**config.mk**
```make
export PLATFORM = sky130hd
export DESIGN_NAME = register_file_sb
export DESIGN_NICKNAME = d
export VERILOG_FILES = /design/src/rtl/register_file_sb.sv
export SDC_FILE = /design/constraint.sdc
export NUM_CORES = 2
export LEC_CHECK = 0
export CAP_MARGIN = 20
export CORE_ASPECT_RATIO = 1.2
export CORE_MARGIN = 2
export CORE_UTILIZATION = 40
export CTS_CLUSTER_DIAMETER = 80
export DETAILED_ROUTE_END_ITERATION = 8
export SYNTH_ARGS = -nofsm -noshare
export SYNTH_HDL_FRONTEND = slang
export SYNTH_SLANG_ARGS = --single-unit
```
**constraint.sdc**
```tcl
create_clock -name clk -period 4.1 [get_ports clk]
set_input_delay 1.23 -clock clk [delete_from_list [all_inputs] [get_ports clk]]
set_output_delay 1.23 -clock clk [all_outputs]
set_load 0.01 [all_outputs]
```
**src/rtl/register_file_sb.sv**
```systemverilog
// 32 x WIDTH two-read/one-write MIPS register file with write-back bypass and a
// per-register pending-write scoreboard that drives operand busy/stall.
module register_file_sb #(
  parameter int WIDTH = 32,
  parameter int CNT_W = 2
) (
  input  logic             clk,
  input  logic             reset,
  input  logic [4:0]       readReg1,
  input  logic [4:0]       readReg2,
  output logic [WIDTH-1:0] readData1,
  output logic [WIDTH-1:0] readData2,
  input  logic             regWrite,
  input  logic [4:0]       writeReg,
  input  logic [WIDTH-1:0] writeData,
  input  logic             issueValid,
  input  logic [4:0]       issueReg,
  output logic             busy1,
  output logic             busy2,
  output logic             stall,
  output logic             scoreErr
);

  localparam logic [CNT_W-1:0] CNT_ZERO = {CNT_W{1'b0}};
  localparam logic [CNT_W-1:0] CNT_ONE  = {{(CNT_W-1){1'b0}}, 1'b1};
  localparam logic [CNT_W-1:0] CNT_MAX  = {CNT_W{1'b1}};

  logic [WIDTH-1:0] regs_q [1:31];
  logic [CNT_W-1:0] cnt_q  [1:31];
  logic [CNT_W-1:0] cnt_d  [1:31];
  logic             score_err_q;
  logic             err_d;
  logic [CNT_W-1:0] cnt_rd1_s;
  logic [CNT_W-1:0] cnt_rd2_s;

  // Scoreboard next state: issue increments, completion decrements, both cancel.
  always_comb begin
    err_d = 1'b0;
    for (int i = 1; i < 32; i++) begin
      cnt_d[i] = cnt_q[i];
      case ({issueValid && (issueReg == 5'(i)), regWrite && (writeReg == 5'(i))})
        2'b10: begin
          if (cnt_q[i] == CNT_MAX) begin
            err_d = 1'b1;
          end else begin
            cnt_d[i] = cnt_q[i] + CNT_ONE;
          end
        end
        2'b01: begin
          if (cnt_q[i] == CNT_ZERO) begin
            err_d = 1'b1;
          end else begin
            cnt_d[i] = cnt_q[i] - CNT_ONE;
          end
        end
        default: cnt_d[i] = cnt_q[i];
      endcase
    end
  end

  // Register array, pending counters and sticky error flag.
  always_ff @(posedge clk) begin
    if (reset) begin
      for (int i = 1; i < 32; i++) begin
        regs_q[i] <= {WIDTH{1'b0}};
        cnt_q[i]  <= CNT_ZERO;
      end
      score_err_q <= 1'b0;
    end else begin
      if (regWrite && (writeReg != 5'd0)) begin
        regs_q[writeReg] <= writeData;
      end
      for (int i = 1; i < 32; i++) begin
        cnt_q[i] <= cnt_d[i];
      end
      score_err_q <= score_err_q | err_d;
    end
  end

  // Bypassed operand reads; $0 and reset force zero.
  always_comb begin
    if (reset || (readReg1 == 5'd0)) begin
      readData1 = {WIDTH{1'b0}};
    end else if (regWrite && (writeReg == readReg1)) begin
      readData1 = writeData;
    end else begin
      readData1 = regs_q[readReg1];
    end
    if (reset || (readReg2 == 5'd0)) begin
      readData2 = {WIDTH{1'b0}};
    end else if (regWrite && (writeReg == readReg2)) begin
      readData2 = writeData;
    end else begin
      readData2 = regs_q[readReg2];
    end
  end

  // Busy unless the last outstanding write is completing right now.
  always_comb begin
    if (readReg1 == 5'd0) begin
      cnt_rd1_s = CNT_ZERO;
    end else begin
      cnt_rd1_s = cnt_q[readReg1];
    end
    if (readReg2 == 5'd0) begin
      cnt_rd2_s = CNT_ZERO;
    end else begin
      cnt_rd2_s = cnt_q[readReg2];
    end
    busy1 = (cnt_rd1_s != CNT_ZERO) &&
            !((cnt_rd1_s == CNT_ONE) && regWrite && (writeReg == readReg1));
    busy2 = (cnt_rd2_s != CNT_ZERO) &&
            !((cnt_rd2_s == CNT_ONE) && regWrite && (writeReg == readReg2));
    stall = busy1 | busy2;
  end

  assign scoreErr = score_err_q;

endmodule
```
==> After elaboration in Yosys (flattened, before gate mapping) <==
Memory sizes are Yosys's and may differ from the RTL's.
Cells that the tools add are included.
{ "word_totals": {"mem_bits_ro": 0, "ramBits": 1054, "in_bits": 56, "memories": 2, "reg_bits": 1, "out_inout_bits": 68, "latchBits": 0} }
{ "op_classes": {"muxes": 232, "n_shift": 0, "bitwise": 33, "magnitude_cmp": 0, "div_mod_pow": 0, "n_eq_ne": 159, "mul": 0, "reduce_logical": 112, "n_addsub": 62} }
{ "mem_list": {"columns": ["name", "words", "width", "rd", "rd_clocked_by_memory_dff", "wr", "line_no", "text"], "rows": [
  ["regs_q", 31, 32, 2, 0, 31, "28", "logic [WIDTH-1:0] regs_q [1:31];"],
  ["cnt_q", 31, 2, 33, 0, 31, "29", "logic [CNT_W-1:0] cnt_q [1:31];"]
]} }
{ "op_table": {"columns": ["cell", "count"], "rows": [
  ["2-bit two-way mux", 95],
  ["5-bit == test (second input constant)", 32],
  ["32-bit two-way mux", 5],
  ["2-bit == test (second input constant)", 62],
  ["2-bit case mux with 2 select lines", 31],
  ["5-bit by 4-bit == test with 1-bit output (second input constant)", 16],
  ["1-bit logical AND", 71],
  ["1-bit two-way mux", 69],
  ["2-bit by 1-bit == test with 1-bit output (second input constant)", 33],
  ["2-bit by 1-bit adder with 2-bit output (second input constant)", 31],
  ["2-bit logical NOT", 31],
  ["1-bit case mux with 2 select lines", 31],
  ["2-bit by 1-bit subtractor with 2-bit output (second input constant)", 31],
  ["5-bit by 3-bit == test with 1-bit output (second input constant)", 8],
  ["1-bit bitwise OR", 33],
  ["32-bit OR reduction", 1],
  ["5-bit by 2-bit == test with 1-bit output (second input constant)", 4],
  ["5-bit by 1-bit == test with 1-bit output (second input constant)", 2],
  ["5-bit == test", 2],
  ["5-bit logical NOT", 2],
  ["5-bit two-way mux", 1],
  ["5-bit nonzero test", 1],
  ["2-bit nonzero test", 2],
  ["1-bit logical NOT", 2],
  ["1-bit logical OR", 2]
]} }

==> Depth between registers and ports, before layout <==
{ "logic_depth": {"ltp_word": 65, "depth_mapped": 12, "ltp_nobuf": 10} }

==> Least setup slack after synthesis <==
OpenSTA, ideal clock, no wires.
{ "synth_timing": {"kind": "input to output", "startpoint": "input port readReg2[0]", "endpoint": "output port stall", "setup_slack_ns": -0.030, "t_arrival_ns": 2.900, "path_stages": 8, "required_ns": 2.870, "cell_sequence": "buf_6 > buf_6 > mux4_2 > mux2i_1 > mux2i_1 > a22o_1 > a31o_1 > or2_1"} }
{ "synth_via": {"elab_chain_cells": 8} }
{ "synth_lines": {"columns": ["item", "line_no", "text"], "rows": [
  ["start, declared", "10", "input logic [4:0] readReg2,"],
  ["memory read 31 x 2 bit / 5-bit logical NOT (equally long branches)", null, null],
  ["2-bit two-way mux", "105", "if (readReg2 == 5'd0) begin"],
  ["2-bit by 1-bit == test with 1-bit output", "113", "!((cnt_rd2_s == CNT_ONE) && regWrite && (writeReg == readReg2));"],
  ["1-bit logical AND (2 in series)", "113", null],
  ["1-bit logical NOT", "113", null],
  ["1-bit logical AND (*)", "112", "busy2 = (cnt_rd2_s != CNT_ZERO) &&"],
  ["net busy2", "19", "output logic busy2,"],
  ["1-bit bitwise OR (*)", "114", "stall = busy1 | busy2;"],
  ["end, declared", "20", "output logic stall,"]
]} }
Mark *: on every way through the listed nets, which the timed path passes. The rest lies on a longest branch.

==> Final worst setup path <==
{ "layout_timing": {"startpoint": "input port readReg2[1]", "endpoint": "output port stall"} }
{ "layout_via": {"elab_chain_cells": 8} }
{ "layout_lines": {"columns": ["item", "line_no"], "rows": [
  ["memory read 31 x 2 bit / 5-bit logical NOT (equally long branches)", null],
  ["2-bit two-way mux", "105"],
  ["2-bit by 1-bit == test with 1-bit output", "113"],
  ["1-bit logical AND (2 in series)", "113"],
  ["1-bit logical NOT", "113"],
  ["1-bit logical AND (*)", "112"],
  ["1-bit bitwise OR (*)", "114"]
]} }
Mark *: on every way between the ends. The rest lies on a longest branch, timed or not.

==> flow_summary.rst <==
.. list-table::
   :header-rows: 1

   * - Metric
     - Value
   * - Via count of the first global-routing pass
     - 42.9k
   * - Shortest clock period the worst path allows after layout
     - 4.47 ns
   * - Finished layout cell area
     - 77,400 um^2
   * - Power Density
     - 361 nW/um^2
   * - Layout cells sized above 1
     - 38.2%
   * - Count of input and output buffers
     - 123
   * - Routability congestion estimate from global placement
     - 0.893
   * - Max frequency
     - 224 MHz
   * - DRC violation total after the first TritonRoute iteration
     - 5,662
   * - Share of the synthesized area in the top cell type
     - 50.3%
   * - Part of the total power dissipated in the clock network
     - 37.2%
   * - Fraction of synthesized cell area in xor and xnor cells
     - 0.573%
   * - Wire length of the first global-routing pass
     - 320,000 um
   * - Cell chosen for the clock root
     - sky130_fd_sc_hd__clkbuf_16
   * - Worst setup margin
     - -0.370 ns
   * - Crit end category
     - output pin
   * - Relative contribution of combinational cells to total power
     - 16.3%
   * - Half-perimeter wire length after placement
     - 145,000 um
   * - RSZ-0062 raised after global routing
     - yes
   * - Crit path max-delay cell type
     - sky130_fd_sc_hd__mux4_2
   * - Overflow left after global routing
     - 0
   * - Clock Sink Count
     - 1,087
   * - Largest fanout on the critical path
     - 5
   * - Post-Synth Simple-Gate Area
     - 14.2%
   * - Crit Path Category
     - in2out
   * - Yosys warnings
     - 0
   * - Avg Synthesized Cell Area
     - 14.2 um^2
   * - Die span in x
     - 361 um
   * - Placeable Area
     - 152,000 um^2
   * - Number of endpoints failing setup at the final stage
     - 67
   * - Drt via density
     - 6.11
   * - Remaining design rule violation count
     - 0
   * - Post-Synthesis Cells
     - 4,313
   * - Flip-flop cell with the highest count after synthesis
     - sky130_fd_sc_hd__edfxtp_1
   * - Largest cells by area after synthesis
     - sky130_fd_sc_hd__edfxtp_1, sky130_fd_sc_hd__mux4_2, sky130_fd_sc_hd__and2_1, sky130_fd_sc_hd__mux2i_1, sky130_fd_sc_hd__dfxtp_1
   * - Number of distinct library cells after synthesis
     - 55
   * - Chip Height
     - 432 um
   * - Class of the worst hold path
     - reg2reg
   * - Max-slew violations
     - 0
   * - Number of flip-flops and latches in the synthesized netlist
     - 1,087
   * - Count of max-cap constraint violations
     - 0
   * - Total placed cells including tap cells
     - 6,605
   * - Cells traversed along the worst timing path
     - buf_12, buf_12, buf_4, buf_6, mux4_2, nand2_1, a211o_1, nand4b_1, a31o_1, or2_1, buf_2
   * - Placed instance area
     - 69,500 um^2
   * - Maximum number of buffers from clock root to sink
     - 3
   * - Cell occurring most often along the worst timing path
     - sky130_fd_sc_hd__buf_12
   * - Insertion delay to the later sink of the worst-skew pair
     - 0.77 ns
   * - Total GRT Usage
     - 29.1%
   * - Cell internal pwr
     - 20.8 mW
   * - Top-level port count
     - 124
   * - Clock buffers created by TritonCTS
     - 117
   * - Initial antenna violation count
     - 18
   * - Sw frac
     - 25.8%
   * - Clk pin slew, worst setup/hold paths
     - 0.06 ns
   * - CP Data Required Time
     - 2.87 ns
   * - Total wirelength of the detailed-routed design
     - 228,000 um
   * - Num rows
     - 157
   * - Share of synthesized area spent on multiplexers
     - 24.7%
   * - Largest area contributor in the netlist
     - sky130_fd_sc_hd__edfxtp_1
   * - Final layout net count
     - 5,022
   * - Area occupied by multi-input gates
     - 28,900 um^2
   * - Overall via count from detail_route
     - 42.7k
   * - Antenna violation net count after detailed routing
     - 0
   * - CTS tree
     - done
   * - Power spent charging and discharging nets
     - 7.23 mW
   * - Relative contribution of sequential cells to total power
     - 46.5%
   * - Crit path launch type
     - input port
   * - Violated checks
     - negative setup slack
   * - Area grow syn2layout
     - 26.7%
   * - Async set or reset register ratio after synthesis
     - 0%
   * - Transition at the pin with the smallest max-transition slack
     - 0.880 ns
   * - Cell Area, Synth
     - 61,100 um^2
   * - Main combinational cell family by area after synthesis
     - multiplexers
   * - Worst VDD drop
     - 0.000324 V
   * - Max-Slew Margin vs Limit
     - 41.2%
   * - Initial Util
     - 40.2%
   * - Compound-cell area share of the yosys netlist
     - 3.34%
   * - Leak Pwr
     - 28.2 nW
   * - Largest stage delay on the critical path
     - 0.48 ns
   * - Number of enable flip-flop cells after synthesis
     - 1,024
   * - Fin cells
     - 6,986
   * - Final Cycle Share
     - 109%
   * - Endpoint arrival time on the critical path
     - 3.24 ns
   * - Post-synthesis adder-cell area fraction
     - 1.27%
   * - Run status
     - finished with violations
   * - Number of H-tree levels
     - 3
   * - Hold Violations, Final
     - 0
   * - Max Clock Skew
     - 0.00984 ns
   * - Top library cells by usage in the layout, fill and taps aside
     - sky130_fd_sc_hd__edfxtp_1, sky130_fd_sc_hd__and2_1, sky130_fd_sc_hd__mux4_2, sky130_fd_sc_hd__buf_4, sky130_fd_sc_hd__buf_12
   * - Register area
     - 32,000 um^2
   * - WL per Instance
     - 32.6 um
   * - Layout fillers
     - 12.7k
   * - Overall die area
     - 156,000 um^2
   * - Number of detailed-routing iterations run before antenna repair
     - 6
   * - Proportion of synthesized chip area in sequential cells
     - 52.4%
   * - Pin count of the biggest net entering global routing
     - 57
   * - Most common cell after layout, fill and taps aside
     - sky130_fd_sc_hd__edfxtp_1
## cell usage after synthesis, types with 2 or more instances
master                      number
sky130_fd_sc_hd__edfxtp_1     1024
sky130_fd_sc_hd__and2_1        994
sky130_fd_sc_hd__mux4_2        550
sky130_fd_sc_hd__clkbuf_1      264
sky130_fd_sc_hd__mux2i_1       211
sky130_fd_sc_hd__nand2_1       158
sky130_fd_sc_hd__nor2_1        132
sky130_fd_sc_hd__buf_2          90
sky130_fd_sc_hd__nor2b_1        86
sky130_fd_sc_hd__a21oi_1        82
sky130_fd_sc_hd__a22oi_1        67
sky130_fd_sc_hd__inv_1          67
sky130_fd_sc_hd__o21ai_0        65
sky130_fd_sc_hd__dfxtp_1        63
sky130_fd_sc_hd__ha_1           62
sky130_fd_sc_hd__nand2b_1       56
sky130_fd_sc_hd__mux2_2         52
sky130_fd_sc_hd__o22ai_1        43
sky130_fd_sc_hd__xor2_1         38
sky130_fd_sc_hd__or2_2          30
sky130_fd_sc_hd__o31ai_1        29
sky130_fd_sc_hd__buf_1          20
sky130_fd_sc_hd__buf_6          20
sky130_fd_sc_hd__a211oi_1       19
sky130_fd_sc_hd__buf_4          17
sky130_fd_sc_hd__nand3_1        14
sky130_fd_sc_hd__nor3_1         10
sky130_fd_sc_hd__nor4_1          8
sky130_fd_sc_hd__a211o_1         5
sky130_fd_sc_hd__nand3b_1        4
sky130_fd_sc_hd__a2111oi_0       3
sky130_fd_sc_hd__a21o_1          3
sky130_fd_sc_hd__or3b_2          3
sky130_fd_sc_hd__a31oi_1         2
sky130_fd_sc_hd__xnor2_1         2
## registers in the layout, indices dropped and copies added, names as in the netlist
register  flops
scoreErr      1
cnt_q        62
regs_q     1024
## final cells by class
cell class / instances / area share, %
multi-input cells: 2777 / 37.3
repair buffers: 854 / 13.2
well taps: 1987 / 3.21
inverters: 67 / 0.325
clock inverters: 61 / 0.758
clock buffers: 148 / 3.93
flip-flops and latches: 1087 / 41.3
diodes: 5 / 0.0162
## timing repair
item	in CTS	in global routing
buffers inserted	120	48
hold buffers	0	0
setup endpoints to repair	67	67
cloned	33	3
pin swaps	112	102
gates resized for setup	763	184
## stage by stage
stage | power, mW | utilization, % | setup TNS (ns) | setup WS, ns | hold slack, ns
3_5_place_dp | 17.1 | 45.7 | -69.95 | -1.21 | 0.529
2_1_floorplan | 15.2 | - | -0.101 | -0.00841 | 0.486
6_report | 28.0 | 50.9 | -14.97 | -0.370 | 0.533
4_1_cts | 27.9 | 50.4 | -15.90 | -0.399 | 0.541
5_1_grt | 28.7 | 50.9 | -17.86 | -0.410 | 0.568
3_3_place_gp | 17.1 | 45.7 | -71.52 | -1.27 | 0.518
## worst max-delay path, delay by kind of cell
family                 cells  cell delay (ns)
muxes                      1             0.48
AOI/OAI and AO/OA          2             0.44
buffers and inverters      5             0.63
and+or+nand+nor            3             0.45
## layer usage
| metal | GRT usage (%) | wire length [um] | vias up |
|---|---|---|---|
| li1 | - | - | 17410 |
| met1 | 37.0 | 83200 | 22075 |
| met2 | 47.0 | 108000 | 2555 |
| met3 | 5.63 | 22700 | 634 |
| met4 | 15.8 | 13800 | 6 |
| met5 | 0 | 46 | - |
## path summary, 6_finish.rpt
path	start	to	slack [ns]	cells past startpoint
setup / recovery	readReg2[1]	stall	-0.37	11
hold / removal	cnt_q[31][1]	cnt_q[31][1]	0.53	2
setup reg to reg	cnt_q[22][0]	scoreErr	2.11	6
hold reg to reg	cnt_q[31][1]	cnt_q[31][1]	0.53	2
## kinds of logic (layout without fill, tap and decap cells)
group / count (synthesis) / after routing
and+or+nand+nor: 1503 / 1503
DFF: 1087 / 1087
muxes: 814 / 814
buffers and inverters: 480 / 1130
AOI/OAI and AO/OA: 326 / 326
adders and majority gates: 62 / 62
xor gates and xnor gates: 40 / 40
other: 1 / 37
## power groups by stage
stage | clock network [mW] | logic [mW] | registers (mW)
6_report | 10.4 | 4.57 | 13.0
5_1_grt | 10.9 | 4.72 | 13.1
4_1_cts | 10.5 | 4.40 | 13.0
3_5_place_dp | 0 | 3.92 | 13.2
3_3_place_gp | 0 | 3.92 | 13.2
2_1_floorplan | 0 | 2.12 | 13.1
No activity file was read; power rests on OpenSTA's default activity.
